**config.mk**
```make
export PLATFORM = sky130hd
export DESIGN_NAME = uart_rx_fifo
export DESIGN_NICKNAME = d
export VERILOG_FILES = /design/src/rtl/uart_rx_fifo.sv
export SDC_FILE = /design/constraint.sdc
export NUM_CORES = 1
export LEC_CHECK = 0
export ABC_AREA = 1
export CAP_MARGIN = 20
export CORE_UTILIZATION = 60
export DETAILED_ROUTE_END_ITERATION = 10
export PLACE_DENSITY = 0.85
export SYNTH_ARGS = -nofsm -noshare
export SYNTH_HDL_FRONTEND = slang
export SYNTH_SLANG_ARGS = --single-unit
```
**constraint.sdc**
```tcl
create_clock -name clk -period 2.55 [get_ports clk]
set_input_delay 0.51 -clock clk [delete_from_list [all_inputs] [get_ports clk]]
set_output_delay 0.51 -clock clk [all_outputs]
set_load 0.02 [all_outputs]
```
**src/rtl/uart_rx_fifo.sv**
```systemverilog
// UART receiver with configurable data/parity/stop format feeding a small receive FIFO.
// Each stored word carries its own parity and framing status to the consumer.
module uart_rx_fifo #(
  parameter int unsigned CLOCK_FREQ = 50000000,
  parameter int unsigned BAUD_RATE  = 115200,
  parameter int unsigned DATA_BITS  = 8,
  parameter int unsigned PARITY     = 0,
  parameter int unsigned STOP_BITS  = 1,
  parameter int unsigned FIFO_DEPTH = 4
) (
  input  logic                                 clk,
  input  logic                                 rst_n,
  input  logic                                 rx,
  output logic [DATA_BITS-1:0]                 data_out,
  output logic                                 data_valid,
  input  logic                                 data_ready,
  output logic                                 parity_err,
  output logic                                 frame_err,
  output logic                                 overrun,
  output logic [$clog2(FIFO_DEPTH+1)-1:0]      fifo_count
);

  localparam int unsigned CLKS_PER_BIT = CLOCK_FREQ / BAUD_RATE;
  localparam int unsigned HALF         = CLKS_PER_BIT / 2;
  localparam int unsigned CNT_W        = $clog2(CLKS_PER_BIT);
  localparam int unsigned IDX_W        = 4;
  localparam int unsigned PTR_W        = $clog2(FIFO_DEPTH);
  localparam int unsigned CNT_FW       = $clog2(FIFO_DEPTH + 1);
  localparam int unsigned ENTRY_W      = DATA_BITS + 2;

  typedef enum logic [2:0] {
    S_IDLE,
    S_START,
    S_DATA,
    S_PARITY,
    S_STOP
  } state_t;

  state_t               state_q, state_d;
  logic                 rx_meta, rx_s;
  logic [CNT_W-1:0]     cnt_q, cnt_d;
  logic [IDX_W-1:0]     idx_q, idx_d;
  logic [DATA_BITS-1:0] shift_q, shift_d;
  logic [1:0]           samp_q, samp_d;
  logic                 pe_q, pe_d;
  logic                 fe_q, fe_d;
  logic                 tick_c, bit_c, push_c;
  logic [ENTRY_W-1:0]   entry_c;

  logic [ENTRY_W-1:0]   mem [FIFO_DEPTH];
  logic [PTR_W-1:0]     wr_ptr_q, wr_ptr_d, rd_ptr_q, rd_ptr_d;
  logic [CNT_FW-1:0]    count_d;
  logic                 pop_c, full_c, wr_en_c;
  logic [ENTRY_W-1:0]   head_c;

  // Two-flop synchroniser; idles high so reset does not look like a start bit.
  always_ff @(posedge clk or negedge rst_n) begin
    if (!rst_n) begin
      rx_meta <= 1'b1;
      rx_s    <= 1'b1;
    end else begin
      rx_meta <= rx;
      rx_s    <= rx_meta;
    end
  end

  // Decision point is the third of three mid-bit samples.
  assign tick_c = (cnt_q == CNT_W'(HALF + 1));
  assign bit_c  = (samp_q[0] & samp_q[1]) | (samp_q[0] & rx_s) | (samp_q[1] & rx_s);

  always_ff @(posedge clk or negedge rst_n) begin
    if (!rst_n) begin
      state_q <= S_IDLE;
      cnt_q   <= '0;
      idx_q   <= '0;
      shift_q <= '0;
      samp_q  <= '0;
      pe_q    <= 1'b0;
      fe_q    <= 1'b0;
    end else begin
      state_q <= state_d;
      cnt_q   <= cnt_d;
      idx_q   <= idx_d;
      shift_q <= shift_d;
      samp_q  <= samp_d;
      pe_q    <= pe_d;
      fe_q    <= fe_d;
    end
  end

  always_comb begin
    state_d = state_q;
    cnt_d   = cnt_q;
    idx_d   = idx_q;
    shift_d = shift_q;
    samp_d  = samp_q;
    pe_d    = pe_q;
    fe_d    = fe_q;
    push_c  = 1'b0;

    if (state_q != S_IDLE)
      cnt_d = (cnt_q == CNT_W'(CLKS_PER_BIT - 1)) ? '0 : cnt_q + CNT_W'(1);
    if (cnt_q == CNT_W'(HALF - 1)) samp_d[0] = rx_s;
    if (cnt_q == CNT_W'(HALF))     samp_d[1] = rx_s;

    case (state_q)
      S_IDLE: begin
        if (!rx_s) begin
          state_d = S_START;
          cnt_d   = '0;
        end
      end
      S_START: begin
        if (tick_c) begin
          if (bit_c) begin
            state_d = S_IDLE;
          end else begin
            state_d = S_DATA;
            idx_d   = '0;
            pe_d    = 1'b0;
            fe_d    = 1'b0;
          end
        end
      end
      S_DATA: begin
        if (tick_c) begin
          shift_d = {bit_c, shift_q[DATA_BITS-1:1]};
          if (idx_q == IDX_W'(DATA_BITS - 1)) begin
            idx_d   = '0;
            state_d = (PARITY != 0) ? S_PARITY : S_STOP;
          end else begin
            idx_d = idx_q + IDX_W'(1);
          end
        end
      end
      S_PARITY: begin
        if (tick_c) begin
          pe_d    = (PARITY == 1) ? ~(^shift_q ^ bit_c) : (^shift_q ^ bit_c);
          state_d = S_STOP;
        end
      end
      S_STOP: begin
        if (tick_c) begin
          if (!bit_c) fe_d = 1'b1;
          if (idx_q == IDX_W'(STOP_BITS - 1)) begin
            push_c  = 1'b1;
            idx_d   = '0;
            state_d = S_IDLE;
          end else begin
            idx_d = idx_q + IDX_W'(1);
          end
        end
      end
      default: state_d = S_IDLE;
    endcase

    entry_c = {fe_d, pe_q, shift_q};
  end

  // FIFO bookkeeping; a push into a full FIFO is kept only if the head pops the same cycle.
  always_comb begin
    pop_c    = data_valid && data_ready;
    full_c   = (fifo_count == CNT_FW'(FIFO_DEPTH));
    wr_en_c  = push_c && (!full_c || pop_c);
    rd_ptr_d = pop_c   ? rd_ptr_q + PTR_W'(1) : rd_ptr_q;
    wr_ptr_d = wr_en_c ? wr_ptr_q + PTR_W'(1) : wr_ptr_q;
    case ({wr_en_c, pop_c})
      2'b10:   count_d = fifo_count + CNT_FW'(1);
      2'b01:   count_d = fifo_count - CNT_FW'(1);
      default: count_d = fifo_count;
    endcase
    head_c = (wr_en_c && (wr_ptr_q == rd_ptr_d)) ? entry_c : mem[rd_ptr_d];
  end

  always_ff @(posedge clk) begin
    if (wr_en_c) mem[wr_ptr_q] <= entry_c;
  end

  always_ff @(posedge clk or negedge rst_n) begin
    if (!rst_n) begin
      wr_ptr_q   <= '0;
      rd_ptr_q   <= '0;
      fifo_count <= '0;
      data_valid <= 1'b0;
      data_out   <= '0;
      parity_err <= 1'b0;
      frame_err  <= 1'b0;
      overrun    <= 1'b0;
    end else begin
      wr_ptr_q   <= wr_ptr_d;
      rd_ptr_q   <= rd_ptr_d;
      fifo_count <= count_d;
      data_valid <= (count_d != '0);
      {frame_err, parity_err, data_out} <= (count_d != '0) ? head_c : '0;
      overrun    <= push_c && full_c && !pop_c;
    end
  end

endmodule

```
==> results.ini <==
[sta]
max_freq_ghz=0.418
grt_setup_unrepaired=no
setup_viol=0
slew_headroom_pct=56.9
drv_slew=0
finalCritPeriodShare_pct=93.7
skew_ns=0.00954
tightest_slew_ns=0.647
setup_tns_ns=0
hold_violations=0
period_minus_slack_ns=2.39
whs_ns=0.174

[place]
place_hpwl_mm=5.64
place_congestion=0.846
io_buffers=18

[pwr]
swShare_pct=36.2
total_power_w=0.00390
p_clk_share_pct=23.4
power_switching_w=0.00141
p_int_w=0.00249
ir_drop_mv=0.378
p_per_area_nw_per_um2=804
pwr-share-seq_pct=42.5
p_leak_nw=2.24
pwr-share-comb_pct=34.0

[synth]
async_reset_ff_share_pct=55.1
yosys.area_share.simple_pct=24.9
synth_area_leaders=edfxtp_1 (28%), dfrtp_1 (27%), nand2_1 (11%), nand3_1 (4.6%), inv_1 (4.3%)
netlist_top_cells_count=nand2_1 (130), inv_1 (50), dfrtp_1 (47)
synth_cell_types=38
synth_fp_nets=464
synth.avg_cell_area_sq_um=9.66
seq_area_frac_synth_pct=56.0
yosysMostFrequentCell=nand2_1
synthMuxAreaShare_pct=0
synth_ff_type=dfrtp_1
synth_edf_count=40
synth_top_cell_area_share_pct=27.7
syn_area_sq_um=4340
synth_top_area_cell=edfxtp_1
synth_xor_area_share_pct=2.80
synth_top_family_by_area=simple AND/OR/NAND/NOR gates
yosysWarnings=0
netlist_instances=449
synth-compound-area-share_pct=6.55
yosys.area_share.adder_pct=3.35
synth-seq-cells=89

[finish]
final_core_util_pct=70.6
drive_gt1_share_pct=14.9
layout.nets=494
diodes=0
fillers=507
syn2layout_area_growth_pct=11.8

[clock_network]
cts_max_path_buffers=2
path_clk_slew_ns=0.09
cts-root-buf=clkbuf_8
clk_latency_ns=0.36
postCtsSetupBuffers=0
htreeDepth=3
cts.sinks=89
cts_inserted_buffers=9
cts_tree=built

[grt]
grt_max_degree=27
track_usage_pct=23.9
gr-total-overflow=0
grt_pass1_wl_mm=13.5
grt_pass1_vias=2919
antenna_found_initial=0

[hold_path]
min_path_type=primary input to async pin

[worst_setup_path]
start_kind=flop
cp.required_ns=2.78
worstPathArrival_ns=2.62
cp-end-kind=flop
critPathKind=flop to flop
cp_max_fo=11

[routing]
drc=0
dr.pass1.iters=5
wl_per_cell_microns=13.9
vias_per_cell=5.23
vias=3036
drt-total-wl_mm=8.06
drt_iter0_markers=176
final_antenna_net_count=0

[floorplan]
core-area_sq_um=6870
dieHeight_microns=87.0
dieArea_sq_um=7570
initial_core_util_pct=63.1
io_pins=19
num_rows=30
die_w_microns=87.0

[outcome]
status=complete, no violations

[job]
drv_cap=0

-- cells in the final DEF (no fill, tap or decap), types with 2 or more instances in the layout --
master             n
inv_1             50
dfstp_2            2
ha_1              10
xnor2_1            7
inv_2              5
o22ai_1            5
nand4_1            4
nand2_4            5
nand2_2           11
edfxtp_1          40
clkbuf_8           9
dfrtp_1           47
nor2_1            17
nand3_1           40
nor2_4             6
nand2_1          130
o21ai_0           23
nor3_1             5
clkdlybuf4s50_1   17
xor2_1             5
a21oi_1            5
buf_4              9
inv_4              2
a21oi_2            9
clkinv_4           2
-- metrics by stage --
| step | cells | instance area (sq um) | setup WS, ns |
|---|---|---|---|
| 6_report | 580 | 4850 | 0.160 |
| 5_1_grt | 580 | 4850 | 0.0101 |
| 2_1_floorplan | 449 | 4340 | 0.315 |
| 3_3_place_gp | 564 | 4650 | 0.119 |
| 4_1_cts | 580 | 4840 | 0.118 |
| 3_5_place_dp | 564 | 4650 | 0.0614 |
-- power groups by stage --
stage	registers [W]	clock network [W]	logic [W]
floorplan	0.00178	0	0.000872
global placement	0.00168	0	0.00128
detailed placement	0.00169	0	0.00132
CTS	0.00166	0.000936	0.00132
global route	0.00167	0.000989	0.00146
finish	0.00166	0.000913	0.00133
-- final timing paths --
| check | slack [ns] | start | endpoint | cells past startpoint |
|---|---|---|---|---|
| worst min register to register | 0.36 | rx_meta | rx_s | 0 |
| max in group asynchronous | 1.74 | rst_n | rx_s | 2 |
| worst min-delay path | 0.17 | rst_n | cnt_q[1] | 1 |
| worst max-delay path | 0.16 | cnt_q[0] | frame_err | 14 |
| worst max register to register | 0.16 | cnt_q[0] | frame_err | 14 |
| min in group clk | 0.36 | rx_meta | rx_s | 0 |
-- flip-flops by register name, summed over array words and instances, names as in the netlist --
signal	count
cnt_q	9
state_q	3
rd_ptr_q	2
rx_s	1
overrun	1
samp_q	2
mem	40
fe_q	1
data_valid	1
fifo_count	3
pe_q	1
rx_meta	1
data_out	8
frame_err	1
idx_q	4
wr_ptr_q	2
shift_q	8
parity_err	1
-- logic make-up (layout without fill, tap and decap cells) --
logic type,count (synthesis),in the layout
AND/OR/NAND/NOR,225,225
flip-flops,89,89
AO/OA/AOI/OAI,47,47
adder cells (fa/ha/maj),11,11
buffers and inverters,64,99
XOR/XNOR,13,13
-- routing by layer --
metal / global-route usage (%) / vias to the layer above / routed length (microns)
met5: 0 / - / 0
met4: 11.2 / 0 / 206
met3: 3.70 / 15 / 347
met2: 40.5 / 59 / 4050
met1: 30.3 / 1450 / 3450
li1: - / 1512 / -
-- cell type report --
cell class                      instances  area [sq um]  share of cell area, %
Tap cell                               96           120                   2.48
Clock buffer                           10           149                   3.07
Multi-Input combinational cell        296          1640                   33.7
Sequential cell                        89          2430                   50.1
Timing Repair Buffer                   28           263                   5.42
Clock inverter                          6          46.3                  0.955
Inverter                               55           206                   4.26
-- what timing repair did --
action,in CTS,in global routing
gates resized for setup,0,1
hold buffers,0,0
endpoints found under the setup margin,0,10
-- worst max-delay path: stages (launching register included) --
cell and delay (ns):
dfrtp_1 0.42, inv_1 0.13, ha_1 0.16, inv_1 0.06, nor2_4 0.11, nand2_4 0.07
nor2_8 0.11, nand2_4 0.07, nand2_4 0.08, inv_1 0.05, fa_1 0.42, nand2_1 0.09
nand2_2 0.07, nor2_4 0.31, a21oi_1 0.11
No activity file was read; power rests on OpenSTA's default activity.
